## src/rtl/dotp_pkg.sv

```systemverilog
// Shared types and width helpers for the dot-product sequencer.
package dotp_pkg;

    typedef enum logic [1:0] {
        S_IDLE,
        S_ISSUE,
        S_DRAIN,
        S_DONE
    } state_t;

    // Width that holds 2**addr_width full-width products without wrapping.
    function automatic int acc_width(input int data_width, input int addr_width);
        return 2 * data_width + addr_width;
    endfunction

endpackage

```

## src/rtl/dotp_mac.sv

```systemverilog
// Multiply-accumulate register; acc_next exposes the value the next enabled edge will load.
module dotp_mac
    import dotp_pkg::*;
#(
    parameter int DATA_WIDTH = 8,
    parameter int ACC_WIDTH  = acc_width(8, 4)
) (
    input  logic                  clk,
    input  logic                  rst_n,
    input  logic                  clr,
    input  logic                  en,
    input  logic [DATA_WIDTH-1:0] a,
    input  logic [DATA_WIDTH-1:0] b,
    output logic [ACC_WIDTH-1:0]  acc,
    output logic [ACC_WIDTH-1:0]  acc_next
);

    logic [2*DATA_WIDTH-1:0] prod;
    logic [ACC_WIDTH-1:0]    acc_d;
    logic [ACC_WIDTH-1:0]    acc_q;

    assign prod     = a * b;
    assign acc_next = acc_q + ACC_WIDTH'(prod);
    assign acc      = acc_q;

    always_comb begin
        acc_d = acc_q;
        if (clr) begin
            acc_d = '0;
        end else if (en) begin
            acc_d = acc_next;
        end
    end

    always_ff @(posedge clk) begin
        if (!rst_n) begin
            acc_q <= '0;
        end else begin
            acc_q <= acc_d;
        end
    end

endmodule

```

## src/rtl/dotp_seq_ctrl.sv

```systemverilog
// Dot-product sequencer: streams reads from memories A and B, accumulates products, reports result.
module dotp_seq_ctrl
    import dotp_pkg::*;
#(
    parameter int DATA_WIDTH = 8,
    parameter int ADDR_WIDTH = 4,
    parameter int ACC_WIDTH  = acc_width(DATA_WIDTH, ADDR_WIDTH)
) (
    input  logic                  clk,
    input  logic                  rst_n,
    input  logic                  start,
    input  logic [ADDR_WIDTH-1:0] base_a,
    input  logic [ADDR_WIDTH-1:0] base_b,
    input  logic [ADDR_WIDTH:0]   len,
    output logic                  rd_en,
    output logic [ADDR_WIDTH-1:0] rd_addr_a,
    output logic [ADDR_WIDTH-1:0] rd_addr_b,
    input  logic [DATA_WIDTH-1:0] rd_data_a,
    input  logic [DATA_WIDTH-1:0] rd_data_b,
    output logic                  busy,
    output logic                  done,
    output logic [ACC_WIDTH-1:0]  result
);

    localparam logic [ADDR_WIDTH:0]   CNT_ONE  = 1;
    localparam logic [ADDR_WIDTH-1:0] ADDR_ONE = 1;

    state_t                state_q, state_d;
    logic                  rd_en_q, rd_en_d;
    logic [ADDR_WIDTH-1:0] rd_addr_a_q, rd_addr_a_d;
    logic [ADDR_WIDTH-1:0] rd_addr_b_q, rd_addr_b_d;
    logic [ADDR_WIDTH:0]   count_q, count_d;
    logic                  rd_vld_q, rd_vld_d;
    logic                  done_q, done_d;
    logic [ACC_WIDTH-1:0]  result_q, result_d;
    logic                  mac_clr;
    logic [ACC_WIDTH-1:0]  acc;
    logic [ACC_WIDTH-1:0]  acc_next;

    dotp_mac #(
        .DATA_WIDTH(DATA_WIDTH),
        .ACC_WIDTH (ACC_WIDTH)
    ) u_mac (
        .clk     (clk),
        .rst_n   (rst_n),
        .clr     (mac_clr),
        .en      (rd_vld_q),
        .a       (rd_data_a),
        .b       (rd_data_b),
        .acc     (acc),
        .acc_next(acc_next)
    );

    // The first read is issued on the accepting edge, so count_q holds the reads still to go.
    always_comb begin
        state_d     = state_q;
        rd_en_d     = 1'b0;
        rd_addr_a_d = rd_addr_a_q;
        rd_addr_b_d = rd_addr_b_q;
        count_d     = count_q;
        done_d      = 1'b0;
        result_d    = result_q;
        mac_clr     = 1'b0;
        rd_vld_d    = rd_en_q;

        unique case (state_q)
            S_IDLE: begin
                if (start) begin
                    mac_clr = 1'b1;
                    if (len == '0) begin
                        result_d = '0;
                        done_d   = 1'b1;
                        state_d  = S_DONE;
                    end else begin
                        rd_en_d     = 1'b1;
                        rd_addr_a_d = base_a;
                        rd_addr_b_d = base_b;
                        count_d     = len - CNT_ONE;
                        state_d     = S_ISSUE;
                    end
                end
            end
            S_ISSUE: begin
                if (count_q != '0) begin
                    rd_en_d     = 1'b1;
                    rd_addr_a_d = rd_addr_a_q + ADDR_ONE;
                    rd_addr_b_d = rd_addr_b_q + ADDR_ONE;
                    count_d     = count_q - CNT_ONE;
                end else begin
                    state_d = S_DRAIN;
                end
            end
            S_DRAIN: begin
                result_d = acc_next;
                done_d   = 1'b1;
                state_d  = S_DONE;
            end
            S_DONE: begin
                state_d = S_IDLE;
            end
            default: begin
                state_d = S_IDLE;
            end
        endcase
    end

    always_ff @(posedge clk) begin
        if (!rst_n) begin
            state_q     <= S_IDLE;
            rd_en_q     <= 1'b0;
            rd_addr_a_q <= '0;
            rd_addr_b_q <= '0;
            count_q     <= '0;
            rd_vld_q    <= 1'b0;
            done_q      <= 1'b0;
            result_q    <= '0;
        end else begin
            state_q     <= state_d;
            rd_en_q     <= rd_en_d;
            rd_addr_a_q <= rd_addr_a_d;
            rd_addr_b_q <= rd_addr_b_d;
            count_q     <= count_d;
            rd_vld_q    <= rd_vld_d;
            done_q      <= done_d;
            result_q    <= result_d;
        end
    end

    assign rd_en     = rd_en_q;
    assign rd_addr_a = rd_addr_a_q;
    assign rd_addr_b = rd_addr_b_q;
    assign done      = done_q;
    assign result    = result_q;
    assign busy      = (state_q != S_IDLE);

endmodule

```

## config.mk

```make
export PLATFORM = sky130hd
export DESIGN_NAME = dotp_seq_ctrl
export DESIGN_NICKNAME = d
export VERILOG_FILES = /design/src/rtl/dotp_pkg.sv /design/src/rtl/dotp_mac.sv /design/src/rtl/dotp_seq_ctrl.sv
export SDC_FILE = /design/constraint.sdc
export NUM_CORES = 1
export LEC_CHECK = 0
export ABC_CLOCK_PERIOD_IN_PS = 6100
export CAP_MARGIN = 20
export CORE_ASPECT_RATIO = 0.5
export CORE_MARGIN = 1
export CORE_UTILIZATION = 55
export CTS_CLUSTER_DIAMETER = 30
export DETAILED_ROUTE_END_ITERATION = 7
export DONT_BUFFER_PORTS = 1
export GPL_ROUTABILITY_DRIVEN = 0
export GPL_TIMING_DRIVEN = 1
export PLACE_DENSITY = 0.73
export SYNTH_ARGS = -nofsm -noshare
export SYNTH_HDL_FRONTEND = slang
export SYNTH_SLANG_ARGS = --single-unit
```

## constraint.sdc

```tcl
create_clock -name clk -period 6.1 [get_ports clk]
set_clock_uncertainty 0.1 [all_clocks]
set_input_delay 1.525 -clock clk [delete_from_list [all_inputs] [get_ports clk]]
set_output_delay 1.525 -clock clk [all_outputs]
set_load 0.01 [all_outputs]
```

======== Word level (Yosys, flattened, before mapping) ========
Cells that the tools add are included.
word-level totals
  register bits ........................... 58
  input port bits ......................... 32
  logic and storage cells ................. 62
operators by class
  add/subtract/negate cells ............... 5
  $mul .................................... 1
  equality and inequality tests ........... 8
  muxes and demuxes ....................... 28
  bitwise gates (word level) .............. 1
  reduce and logical (&&, ||, !) cells .... 10
operator list
  kind                   count
  $mux W20               2
  $pmux W20 S2           1
  $mux W4                6
  $add A20 B16 Y20       1
  $mul A8 B8 Y16         1
  $pmux W4 S2            2
  $mux W5                3
  $ne A2 B2 Y1 const B   5
  $pmux W5 S2            1
  $sub A5 B1 Y5 const B  2
  $add A4 B1 Y4 const B  2
  $pmux W2 S4            1
  $mux W1                7
  $mux W2                3
  $reduce_bool A2 Y1     3
  $logic_not A5 Y1       1
  $reduce_bool A5 Y1     1
  $eq A2 B2 Y1 const B   2
  $pmux W1 S2            2
  $reduce_and A4 Y1      1
  $reduce_and A3 Y1      1
  $eq A2 B1 Y1 const B   1
  $logic_not A2 Y1       1
  $reduce_and A2 Y1      1
  other kinds (2)        2

======== Depth between registers and ports, before layout ========
Gate-level depths: netlist of run 1.
  depth after elaboration ................. 4
  mapped depth ............................ 19
  mapped depth without buffers ............ 18

======== Modules after synthesis ========
A second synthesis of run 1 with hierarchy kept.
second synthesis, totals
  cell total of the unflattened synthesis .. 659
  area total of the unflattened synthesis .. 5592.9 um^2
modules (own cells, without submodules)
  module         times used  cells an instance  area each (um^2)
  dotp_mac       1           428                3621.0
  dotp_seq_ctrl  1           231                1971.9

======== Worst setup path before layout of run 1 ========
OpenSTA, ideal clock, no wires.
  path type ............................... input to register
  start point ............................. input rd_data_a[5]
  end point ............................... register result_q[17] (netlist: result[17])
  setup time .............................. 0.118 ns
  data arrival time ....................... 5.593 ns
  required time ........................... 5.882 ns
  path slack .............................. 0.288 ns
  stages on the path ...................... 17
  buffers on the path ..................... 2
  path through ............................ clkbuf_1 -> nand2_1 -> fa_1 -> inv_1 -> fa_1 -> inv_1 -> fa_1 -> fa_1 -> inv_1 -> ha_1 -> buf_4 -> and4_1 -> and2_1 -> a221o_1 -> a31oi_1 -> xor2_1 -> o21ai_1
between the ends
  cells in the longest elaborated chain, start to end .. 3
ends and longest elaborated chain
  element               line                  text
  start, declared       dotp_seq_ctrl.sv:18   input logic [DATA_WIDTH-1:0] rd_data_a,
  $mul A8 B8 Y16        dotp_mac.sv:22        assign prod = a * b;
  $add A20 B16 Y20      dotp_mac.sv:23        assign acc_next = acc_q + ACC_WIDTH'(prod);
  $pmux W20 S2          dotp_seq_ctrl.sv:66   unique case (state_q)
  end signal, assigned  dotp_seq_ctrl.sv:125  result_q <= result_d;
  end, declared         dotp_seq_ctrl.sv:35   logic [ACC_WIDTH-1:0] result_q, result_d;
No other way between the ends.
A chain may end at the register's enable or synchronous reset.

======== Final worst setup path of run 1 ========
  start point ............................. input rd_data_a[3]
  end point ............................... register u_mac.acc_q[17] (netlist: u_mac.acc[17])
between the ends
  cells in the longest elaborated chain, start to end .. 2
ends and longest elaborated chain
  element               line            text
  $mul A8 B8 Y16        dotp_mac.sv:22
  $add A20 B16 Y20      dotp_mac.sv:23
  end signal, assigned  dotp_mac.sv:37  acc_q <= '0;
  end signal, assigned  dotp_mac.sv:39  acc_q <= acc_d;
  end, declared         dotp_mac.sv:20  logic [ACC_WIDTH-1:0] acc_q;
No other way between the ends.

==> impl_metrics.yaml, run 1 <==
status:
  run_status: "completed"
yosys:
  synth_seq_area_share_pct: 22.0
  synth_common_cells: "inv_1 (108), nand2_1 (71), dfxtp_1 (58), fa_1 (50), nor2_1 (48)"
  netlist_area_sq_um: 5290
  synth-edff-count: 0
  synth_warnings: 0
  ys_top_cells_by_area: "dfxtp_1 (22%), fa_1 (19%), ha_1 (11%), inv_1 (7.7%), nand2_1 (5.0%)"
  synthesis.nets: 747
  synth-seq-cells: 58
  yosysTopAreaCellShare_pct: 22.0
  synthArstFlopShare_pct: 0
  ys_types: 65
  avgSynthCellArea_sq_um: 8.55
  netlist_instances: 618
  yosysTopAreaCell: "dfxtp_1"
  yosysMostFrequentCell: "inv_1"
  yosys_most_used_dff: "dfxtp_1"
die:
  io_pins: 63
  die_w_microns: 141
  core_area_sq_um: 9010
  die_area_sq_um: 10000
  num_rows: 24
  start_util_pct: 58.7
  die_h_microns: 71.3
worst_setup_path:
  cp_slowest_cell: "fa_1"
  crit_family: "adder cells"
  r2r_slack_ns: 1.58
  cp_common_cell: "fa_1"
  crit_path_max_incr_delay_ns: 0.55
  worstPathArrival_ns: 5.68
  end_kind: "flop"
  worstPathCellList: "and2_1 -> fa_1 -> fa_1 -> fa_1 -> inv_1 -> fa_1 -> inv_1 -> ha_1 -> a21oi_1 -> o21ai_2 -> a21o_1 -> a221o_1 -> a311oi_1 -> a41oi_1 -> a21oi_1"
  cp.required_ns: 6.24
  critPathBufInv: 2
  path_max_fanout: 8
  crit_path_start_kind: "primary input"
  path_class: "primary input to flop"
cells_and_area:
  stdcell_count: 731
  nNetsFinal: 739
  insertedDiodeCount: 0
  syn_to_final_growth_pct: 6.93
  nFillCells: 790
  final_util_pct: 62.7
  final_design_area_no_fill_sq_um: 5650
  drive_gt1_share_pct: 5.54
sta:
  finalCriticalPeriod_ns: 5.55
  fin_crit_sh_pct: 90.9
  finalMaxSlewViolations: 0
  fmax_ghz: 0.180
  fin_tns_setup_ns: 0
  relSlewSlack_pct: 39.3
  finalSetupViolCount: 0
  rsz0062_at_grt: "false"
  worst_pin_slew_ns: 0.906
  hold_viol_final: 0
global_route:
  antenna_found_initial: 0
  gr-total-overflow: 0
  grt_first_pass_wirelength_microns: 19300
  grt.total_usage_pct: 24.7
  grt_pass1_vias: 3876
  grt_start_max_net_pins: 28
routing:
  wire_per_inst_microns: 15.7
  drtPass1Iterations: 4
  dr.first_iter.drc_count: 221
  vias: 4046
  drc: 0
  wirelength_microns: 11500
  ant_nets: 0
  via_per_inst: 5.53
clock_network:
  post_cts_buffers: 0
  clockBufferDepth: 2
  clk_latency_ns: 0.33
  hold_buffers: 0
  cts_made_buffers: 9
  cts_tree: "done"
  cts_max_level: 3
  cts_root_buf: "clkbuf_16"
  clock_sinks: 58
  cts_resized: 0
  clkSlewWorstSetupHoldPaths_ns: 0.06
placed_design:
  port_buffers: 0
  placed_cell_area_sq_um: 5330
  dp.cells: 715
  dpl.hpwl_microns: 8980
flow_run:
  cap_violations: 0
power:
  clkPwrFrac_pct: 21.7
  ir_worst_vdd_uv: 216
  p_sw_mw: 1.04
  power_density_nw_per_um2: 414
  netSwitchingFraction_pct: 44.5
  combPwrFrac_pct: 54.9
  seq_power_share_pct: 23.4
  p_int_mw: 1.30
  p_leak_nw: 2.60
  finalPower_mw: 2.34
worst_hold_path:
  hold_path_class: "flop to flop"
[metrics by stage]
step           setup WS, ns  hold WS (ns)
2_1_floorplan         0.288         0.349
3_3_place_gp          0.281         0.368
3_5_place_dp          0.224         0.369
4_1_cts               0.565         0.378
5_1_grt               0.334         0.410
6_report              0.552         0.383
[worst reg2reg max path: cells and delay by family (launching register included)]
kind / cells / cell delay (ns)
adders and majority gates: 5 / 2.42
DFF: 1 / 0.33
AOI/OAI and AO/OA: 4 / 0.99
buffers and inverters: 4 / 0.21
xor gates and xnor gates: 1 / 0.15
and+or+nand+nor: 2 / 0.17
[registers in the layout (all words and copies together) (netlist names)]
| signal | cells |
|---|---|
| count_q | 5 |
| done | 1 |
| rd_addr_a | 4 |
| rd_addr_b | 4 |
| rd_en | 1 |
| rd_vld_q | 1 |
| result | 20 |
| state_q | 2 |
| u_mac.acc | 20 |
[cell families after synthesis]
group	synth area share (%)
flip-flops	22.0
multiplexers	3.81
XOR/XNOR	1.99
adder cells (fa/ha/maj)	30.1
buffers and inverters	9.82
AND/OR/NAND/NOR	17.2
AO/OA/AOI/OAI	15.1
[power groups by stage]
stage	clock, mW	combinational [mW]	sequential (mW)
after floorplan	0	1.04	0.532
after global placement	0	1.25	0.560
after detailed placement	0	1.26	0.562
after CTS	0.516	1.27	0.554
after global routing	0.534	1.47	0.561
final	0.509	1.28	0.548
[cell type report]
cell class | instances | area, sq um | share of cell area [%]
tap | 117 | 146 | 2.59
clock buffer | 11 | 253 | 4.47
timing repair buffer | 2 | 22.5 | 0.398
sequential | 58 | 1160 | 20.5
clock inverter | 4 | 51.3 | 0.907
multi-input combinational | 429 | 3610 | 63.8
inverter | 110 | 413 | 7.30
[cells in the final DEF, fill, tap and decap left out, types with 2 or more instances in the layout]
cell       instances
a31oi_1            5
o31ai_1            5
xor2_1             6
inv_1            108
and2_1            37
nor2_1            48
a21oi_1           18
a22oi_1           15
mux2i_1           19
dfxtp_1           58
o21a_1             4
nand2_1           71
a21oi_2            2
ha_1              47
a311oi_1           3
a21o_1             4
o32ai_1            2
o2bb2ai_1          2
nor3_1             6
or2_2              4
fa_1              50
nor2b_1            2
clkinv_1           2
o21ai_1            2
clkbuf_8           2
xnor2_1            6
and4_1             2
a22o_1             3
nand3_1            8
o21ai_0           19
a211oi_1           8
nand2b_1           2
clkbuf_16          9
[worst paths after layout]
kind / start / endpoint / depth (start not counted)
setup / recovery: rd_data_a[3] / u_mac.acc[17]$_SDFFE_PP0P_ / 15
setup reg to reg: u_mac.acc[7]$_SDFFE_PP0P_ / u_mac.acc[18]$_SDFFE_PP0P_ / 16
hold reg to reg: count_q[0]$_SDFFE_PN0P_ / count_q[0]$_SDFFE_PN0P_ / 2
hold / removal: count_q[0]$_SDFFE_PN0P_ / count_q[0]$_SDFFE_PN0P_ / 2
[layer usage]
metal	wire length [microns]	track usage (%)	part of all wire [%]	up-vias
met2	4700	35.5	41	108
met3	797	7.29	6.9	7
met4	50	3.02	0.44	0
met1	5930	37.2	52	1928
li1	-	-	-	2003
met5	0	0	0	-
No activity file was read; power rests on OpenSTA's default activity.
==> run 2, diff against run 1 <==
--- a/config.mk
+++ b/config.mk
@@ -6,7 +6,7 @@
 export NUM_CORES = 1
 export LEC_CHECK = 0
 export ABC_CLOCK_PERIOD_IN_PS = 6100
-export CAP_MARGIN = 20
+export CAP_MARGIN = 15
 export CORE_ASPECT_RATIO = 0.5
 export CORE_MARGIN = 1
 export CORE_UTILIZATION = 55
==> impl_metrics.yaml, run 2 (synthesized netlist as in run 1, its figures left out) <==
worst_setup_path:
  r2r_cells: 16
  worstPathArrival_ns: 5.69
  critPathBufInv: 2
  crit_family: "adder cells"
  path_max_fanout: 8
  path_class: "primary input to flop"
  cp.depth: 15
  cp.required_ns: 6.23
  worstPathCellList: "and2_1 -> fa_1 -> fa_1 -> fa_1 -> inv_1 -> fa_1 -> inv_1 -> ha_1 -> a21oi_1 -> o21ai_2 -> a21o_1 -> a221o_1 -> a311oi_1 -> a41oi_1 -> a21oi_1"
  end_kind: "flop"
  cp_slowest_cell: "fa_1"
  crit_path_max_incr_delay_ns: 0.55
  crit_path_start_kind: "primary input"
  cp_common_cell: "fa_1"
die:
  num_rows: 24
  die_w_microns: 141
  start_util_pct: 58.7
  die_h_microns: 71.3
  core_area_sq_um: 9010
  die_area_sq_um: 10000
  io_pins: 63
worst_hold_path:
  hold_path_class: "flop to flop"
  whs_path_depth: 2
clock_network:
  cts_tree: "done"
  clkSlewWorstSetupHoldPaths_ns: 0.06
  post_cts_buffers: 0
  cts_root_buf: "clkbuf_16"
  cts_resized: 0
  hold_buffers: 0
  clockBufferDepth: 2
  clk_latency_ns: 0.33
  cts_made_buffers: 9
  cts_max_level: 3
  clock_sinks: 58
sta:
  hold_viol_final: 0
  finalCriticalPeriod_ns: 5.56
  fmax_ghz: 0.180
  worst_pin_slew_ns: 1.12
  relSlewSlack_pct: 25.0
  hold_ws_ns: 0.379
  fin_tns_setup_ns: 0
  fin_crit_sh_pct: 91.1
  rsz0062_at_grt: "false"
  finalMaxSlewViolations: 0
  finalSetupViolCount: 0
routing:
  wirelength_microns: 11400
  via_per_inst: 5.52
  drtPass1Iterations: 4
  wire_per_inst_microns: 15.6
  vias: 4031
  dr.first_iter.drc_count: 225
  drc: 0
  ant_nets: 0
cells_and_area:
  final_design_area_no_fill_sq_um: 5640
  final_cell_mix: "inv_1 (108), nand2_1 (71), dfxtp_1 (58)"
  nFillCells: 794
  insertedDiodeCount: 0
  syn_to_final_growth_pct: 6.65
  drive_gt1_share_pct: 5.38
  nNetsFinal: 738
  final_common_cell: "inv_1"
power:
  power_density_nw_per_um2: 414
  combPwrFrac_pct: 54.5
  p_int_mw: 1.30
  finalPower_mw: 2.34
  seq_power_share_pct: 23.7
  p_leak_nw: 2.59
  netSwitchingFraction_pct: 44.5
  clkPwrFrac_pct: 21.8
  p_sw_mw: 1.04
  ir_worst_vdd_uv: 216
global_route:
  grt.total_usage_pct: 24.7
  grt_start_max_net_pins: 28
  grt_pass1_vias: 3876
  grt_first_pass_wirelength_microns: 19300
  antenna_found_initial: 0
  gr-total-overflow: 0
status:
  run_status: "completed"
flow_run:
  cap_violations: 0
placed_design:
  placed_cell_area_sq_um: 5330
  dpl.hpwl_microns: 8980
  port_buffers: 0
-- run 2: changes by cell type in the layout (fill, tap and decap cells not counted), sizes merged --
cell	before	now
buf	2	1
-- run 2: routing by layer --
metal | GRT usage [%] | wire, microns
met5 | 0 | 0
met4 | 3.02 | 50
met3 | 7.29 | 873
met2 | 35.5 | 4610
met1 | 37.2 | 5880
-- run 2: worst reg2reg max path, cell delays in order (launching register included) --
cell	delay, ns
dfxtp_1	0.32
inv_1	0.07
fa_1	0.54
inv_1	0.05
fa_1	0.50
inv_1	0.05
fa_1	0.48
fa_1	0.57
inv_1	0.05
ha_1	0.42
nand3_1	0.11
nor2_1	0.19
o2111ai_1	0.16
a21oi_1	0.39
o311ai_2	0.13
xnor2_1	0.21
nor2_1	0.05
-- run 2: through the flow --
step / std cells / utilization [%] / worst slack (ns)
floorplan: 618 / - / 0.288
global placement: 715 / 59.2 / 0.281
detailed placement: 715 / 59.2 / 0.224
CTS: 730 / 62.6 / 0.565
global route: 730 / 62.6 / 0.334
finish: 730 / 62.6 / 0.544
-- run 2: path summary, 6_finish.rpt --
path	slack (ns)	end	start
max	0.54	u_mac.acc[17]$_SDFFE_PP0P_	rd_data_a[3]
min	0.38	count_q[0]$_SDFFE_PN0P_	count_q[0]$_SDFFE_PN0P_
max reg2reg	1.56	u_mac.acc[18]$_SDFFE_PP0P_	u_mac.acc[6]$_SDFFE_PP0P_
min reg2reg	0.38	count_q[0]$_SDFFE_PN0P_	count_q[0]$_SDFFE_PN0P_
-- run 2: cell type report --
cell class	count	area, sq um	area share, %
timing repair buffer	1	7.51	0.133
multi-input combinational	429	3610	64.0
tap	117	146	2.60
clock buffer	11	253	4.48
clock inverter	4	51.3	0.910
sequential	58	1160	20.6
inverter	110	413	7.32
-- run 2: power groups by stage --
stage	sequential (mW)	clock, mW	combinational (mW)
after floorplan	0.532	0	1.04
after global placement	0.560	0	1.25
after global routing	0.568	0.534	1.46
final	0.554	0.509	1.27
after CTS	0.554	0.516	1.27
after detailed placement	0.562	0	1.26
==> RTL change, RTL diff (settings of run 1) <==
Register the inputs `start`, `base_a`, `base_b`, `len`, `rd_data_a` and `rd_data_b` before use, with the module's reset. The logic sees them one clock later.
--- a/src/rtl/dotp_seq_ctrl.sv
+++ b/src/rtl/dotp_seq_ctrl.sv
@@ -27,2 +27,27 @@
 
+    logic start_q;
+    logic [ADDR_WIDTH-1:0] base_a_q;
+    logic [ADDR_WIDTH-1:0] base_b_q;
+    logic [ADDR_WIDTH:0] len_q;
+    logic [DATA_WIDTH-1:0] rd_data_a_q;
+    logic [DATA_WIDTH-1:0] rd_data_b_q;
+
+    always_ff @(posedge clk) begin
+        if (!rst_n) begin
+            start_q     <= '0;
+            base_a_q    <= '0;
+            base_b_q    <= '0;
+            len_q       <= '0;
+            rd_data_a_q <= '0;
+            rd_data_b_q <= '0;
+        end else begin
+            start_q     <= start;
+            base_a_q    <= base_a;
+            base_b_q    <= base_b;
+            len_q       <= len;
+            rd_data_a_q <= rd_data_a;
+            rd_data_b_q <= rd_data_b;
+        end
+    end
+
     state_t                state_q, state_d;
@@ -47,4 +72,4 @@
         .en      (rd_vld_q),
-        .a       (rd_data_a),
-        .b       (rd_data_b),
+        .a       (rd_data_a_q),
+        .b       (rd_data_b_q),
         .acc     (acc),
@@ -67,5 +92,5 @@
             S_IDLE: begin
-                if (start) begin
+                if (start_q) begin
                     mac_clr = 1'b1;
-                    if (len == '0) begin
+                    if (len_q == '0) begin
                         result_d = '0;
@@ -75,5 +100,5 @@
                         rd_en_d     = 1'b1;
-                        rd_addr_a_d = base_a;
-                        rd_addr_b_d = base_b;
-                        count_d     = len - CNT_ONE;
+                        rd_addr_a_d = base_a_q;
+                        rd_addr_b_d = base_b_q;
+                        count_d     = len_q - CNT_ONE;
                         state_d     = S_ISSUE;
Check against the original RTL: not equivalent (Yosys sat finds a counterexample within 4 cycles, from zero or initial values and one cycle with rst_n low).
==> RTL change against run 1 <==
  * Sequential cell count increased by 30
  * Area after synthesis increased by 16%
  * Via count increased by 12%
  * First-iteration DRC count increased by 10%
  * Final area increased by 14%
  * Wire length increased by 14%
  * Setup slack improved by 0.62 ns
  * Final cell count increased by 13%
  * Critical endpoint is now result[17]
  * Highest routed layer unchanged
Power is not compared: it rests on default switching activity, and its combinational part moved more than twofold at a synthesized area within 25%.
==> RTL change: results (changes against run 1) <==
Status: finished clean (unchanged)
Area fraction in compound gates after synthesis: 12.7% (was 15.1%)
Vias in the first global route: 4344 (was 3876)
Nets: 809 (was 739)
1st-pass router iterations: 4 (unchanged)
CTS clock-pin slew for the worst setup and hold paths: 0.07 ns
Vias per inst: 5.48 (was 5.53)
Synth cell count leaders: 106 x inv_1, 88 x dfxtp_1, 66 x and2_1 (was 108 x inv_1, 71 x nand2_1, 58 x dfxtp_1)
Post-synthesis mux area share: 3.46% (was 3.81%)
WP data arrival: 5.05 ns (was 5.68 ns)
First-pass GRT wire length: 21.8 mm (was 19.3 mm)
Dpl hpwl: 9.88 mm (was 8.98 mm)
Clock Tree Buf Depth: 2 (unchanged)
Largest net degree at the start of global routing: 37 (was 28)
# diodes: 0 (unchanged)
Net count after synthesis: 828 (was 747)
Seq/Total Area, Yosys: 28.8% (was 22.0%)
Slew of the pin with the lowest slew margin: 0.940 ns (was 0.906 ns)
HP Start: base_a_q[0] (was count_q[0])
Crit path launch: rd_data_a_q[4] (was rd_data_a[3])
Starting DRT DRC Count: 244 (was 221)
Main area contributors after synthesis: dfxtp_1 29%, fa_1 16%, ha_1 9.6% (was dfxtp_1 22%, fa_1 19%, ha_1 11%)
Clock Latency Late Sink: 0.35 ns (was 0.33 ns)
Synth Area in Adders: 26.0% (was 30.1%)
Cts bufs inserted: 9 (unchanged)
Reg2reg path depth: 15 (was 16)
All-layer global routing usage: 24.2% (was 24.7%)
Final wirelength: 13.1 mm (was 11.5 mm)
Share of layout cells above drive strength 1: 3.65% (was 5.54%)
Fill cells: 880 (was 790)
Synth Flop Type: dfxtp_1 (unchanged)
Max VDD drop: 189 uV
Distinct cells, synth: 55 (was 65)
Hold path cells: 2 (unchanged)
H-tree depth: 3 (unchanged)
XOR/XNOR share of the synthesized area: 1.72% (was 1.99%)
Initial Util: 58.2% (was 58.7%)
Slew Limit Fails: 0 (unchanged)
Initial antenna violation count: 0 (unchanged)
[RTL change: path summary, 6_finish.rpt]
kind         slack [ns]      endpoint
max reg2reg        1.17    result[17]
min                0.37  rd_addr_a[0]
max                1.17    result[17]
min reg2reg        0.37  rd_addr_a[0]
[RTL change: metal layers]
metal  vias up  global-route usage, %  share of wire [%]
li1       2236                      -                  -
met1      2158                   36.1                 51
met2       118                   35.5                 42
met3        11                   5.63                6.6
met4         0                   4.80               0.88
met5         -                      0                  0
[RTL change: cell families (layout without fill, tap and decap cells)]
family,after synthesis,count (layout)
and+or+nand+nor,227,227
buffers and inverters,138,124
AOI/OAI and AO/OA,116,116
adders and majority gates,97,97
DFF,88,88
muxes,21,21
xor gates and xnor gates,12,12
[RTL change: final cells by class]
| cell class | count | share of cell area [%] |
|---|---|---|
| clock buffer | 9 | 3.48 |
| sequential | 88 | 27.3 |
| timing repair buffer | 2 | 0.232 |
| inverter | 106 | 6.16 |
| multi-input combinational | 473 | 59.0 |
| clock inverter | 7 | 1.12 |
| tap | 140 | 2.71 |
[RTL change: where the power goes]
group,internal [uW],switching [uW]
Combinational,186,310
Clock,289,258
Sequential,628,61.5
Total,1100,630
[RTL change: stage by stage]
step                area [sq um]  std cells
floorplan                   6120        699
global placement            6160        808
detailed placement          6160        808
CTS                         6450        824
global route                6460        825
finish                      6460        825
[RTL change: critical path: stages, from the launching register on]
cell	delay, ns
dfxtp_1	0.50
nand2_1	0.13
fa_1	0.54
inv_1	0.05
fa_1	0.53
inv_1	0.06
fa_1	0.51
fa_1	0.55
inv_1	0.05
ha_1	0.38
and3_1	0.24
a221oi_1	0.38
o22ai_1	0.17
a311oi_1	0.33
xor2_1	0.20
o21ai_1	0.07
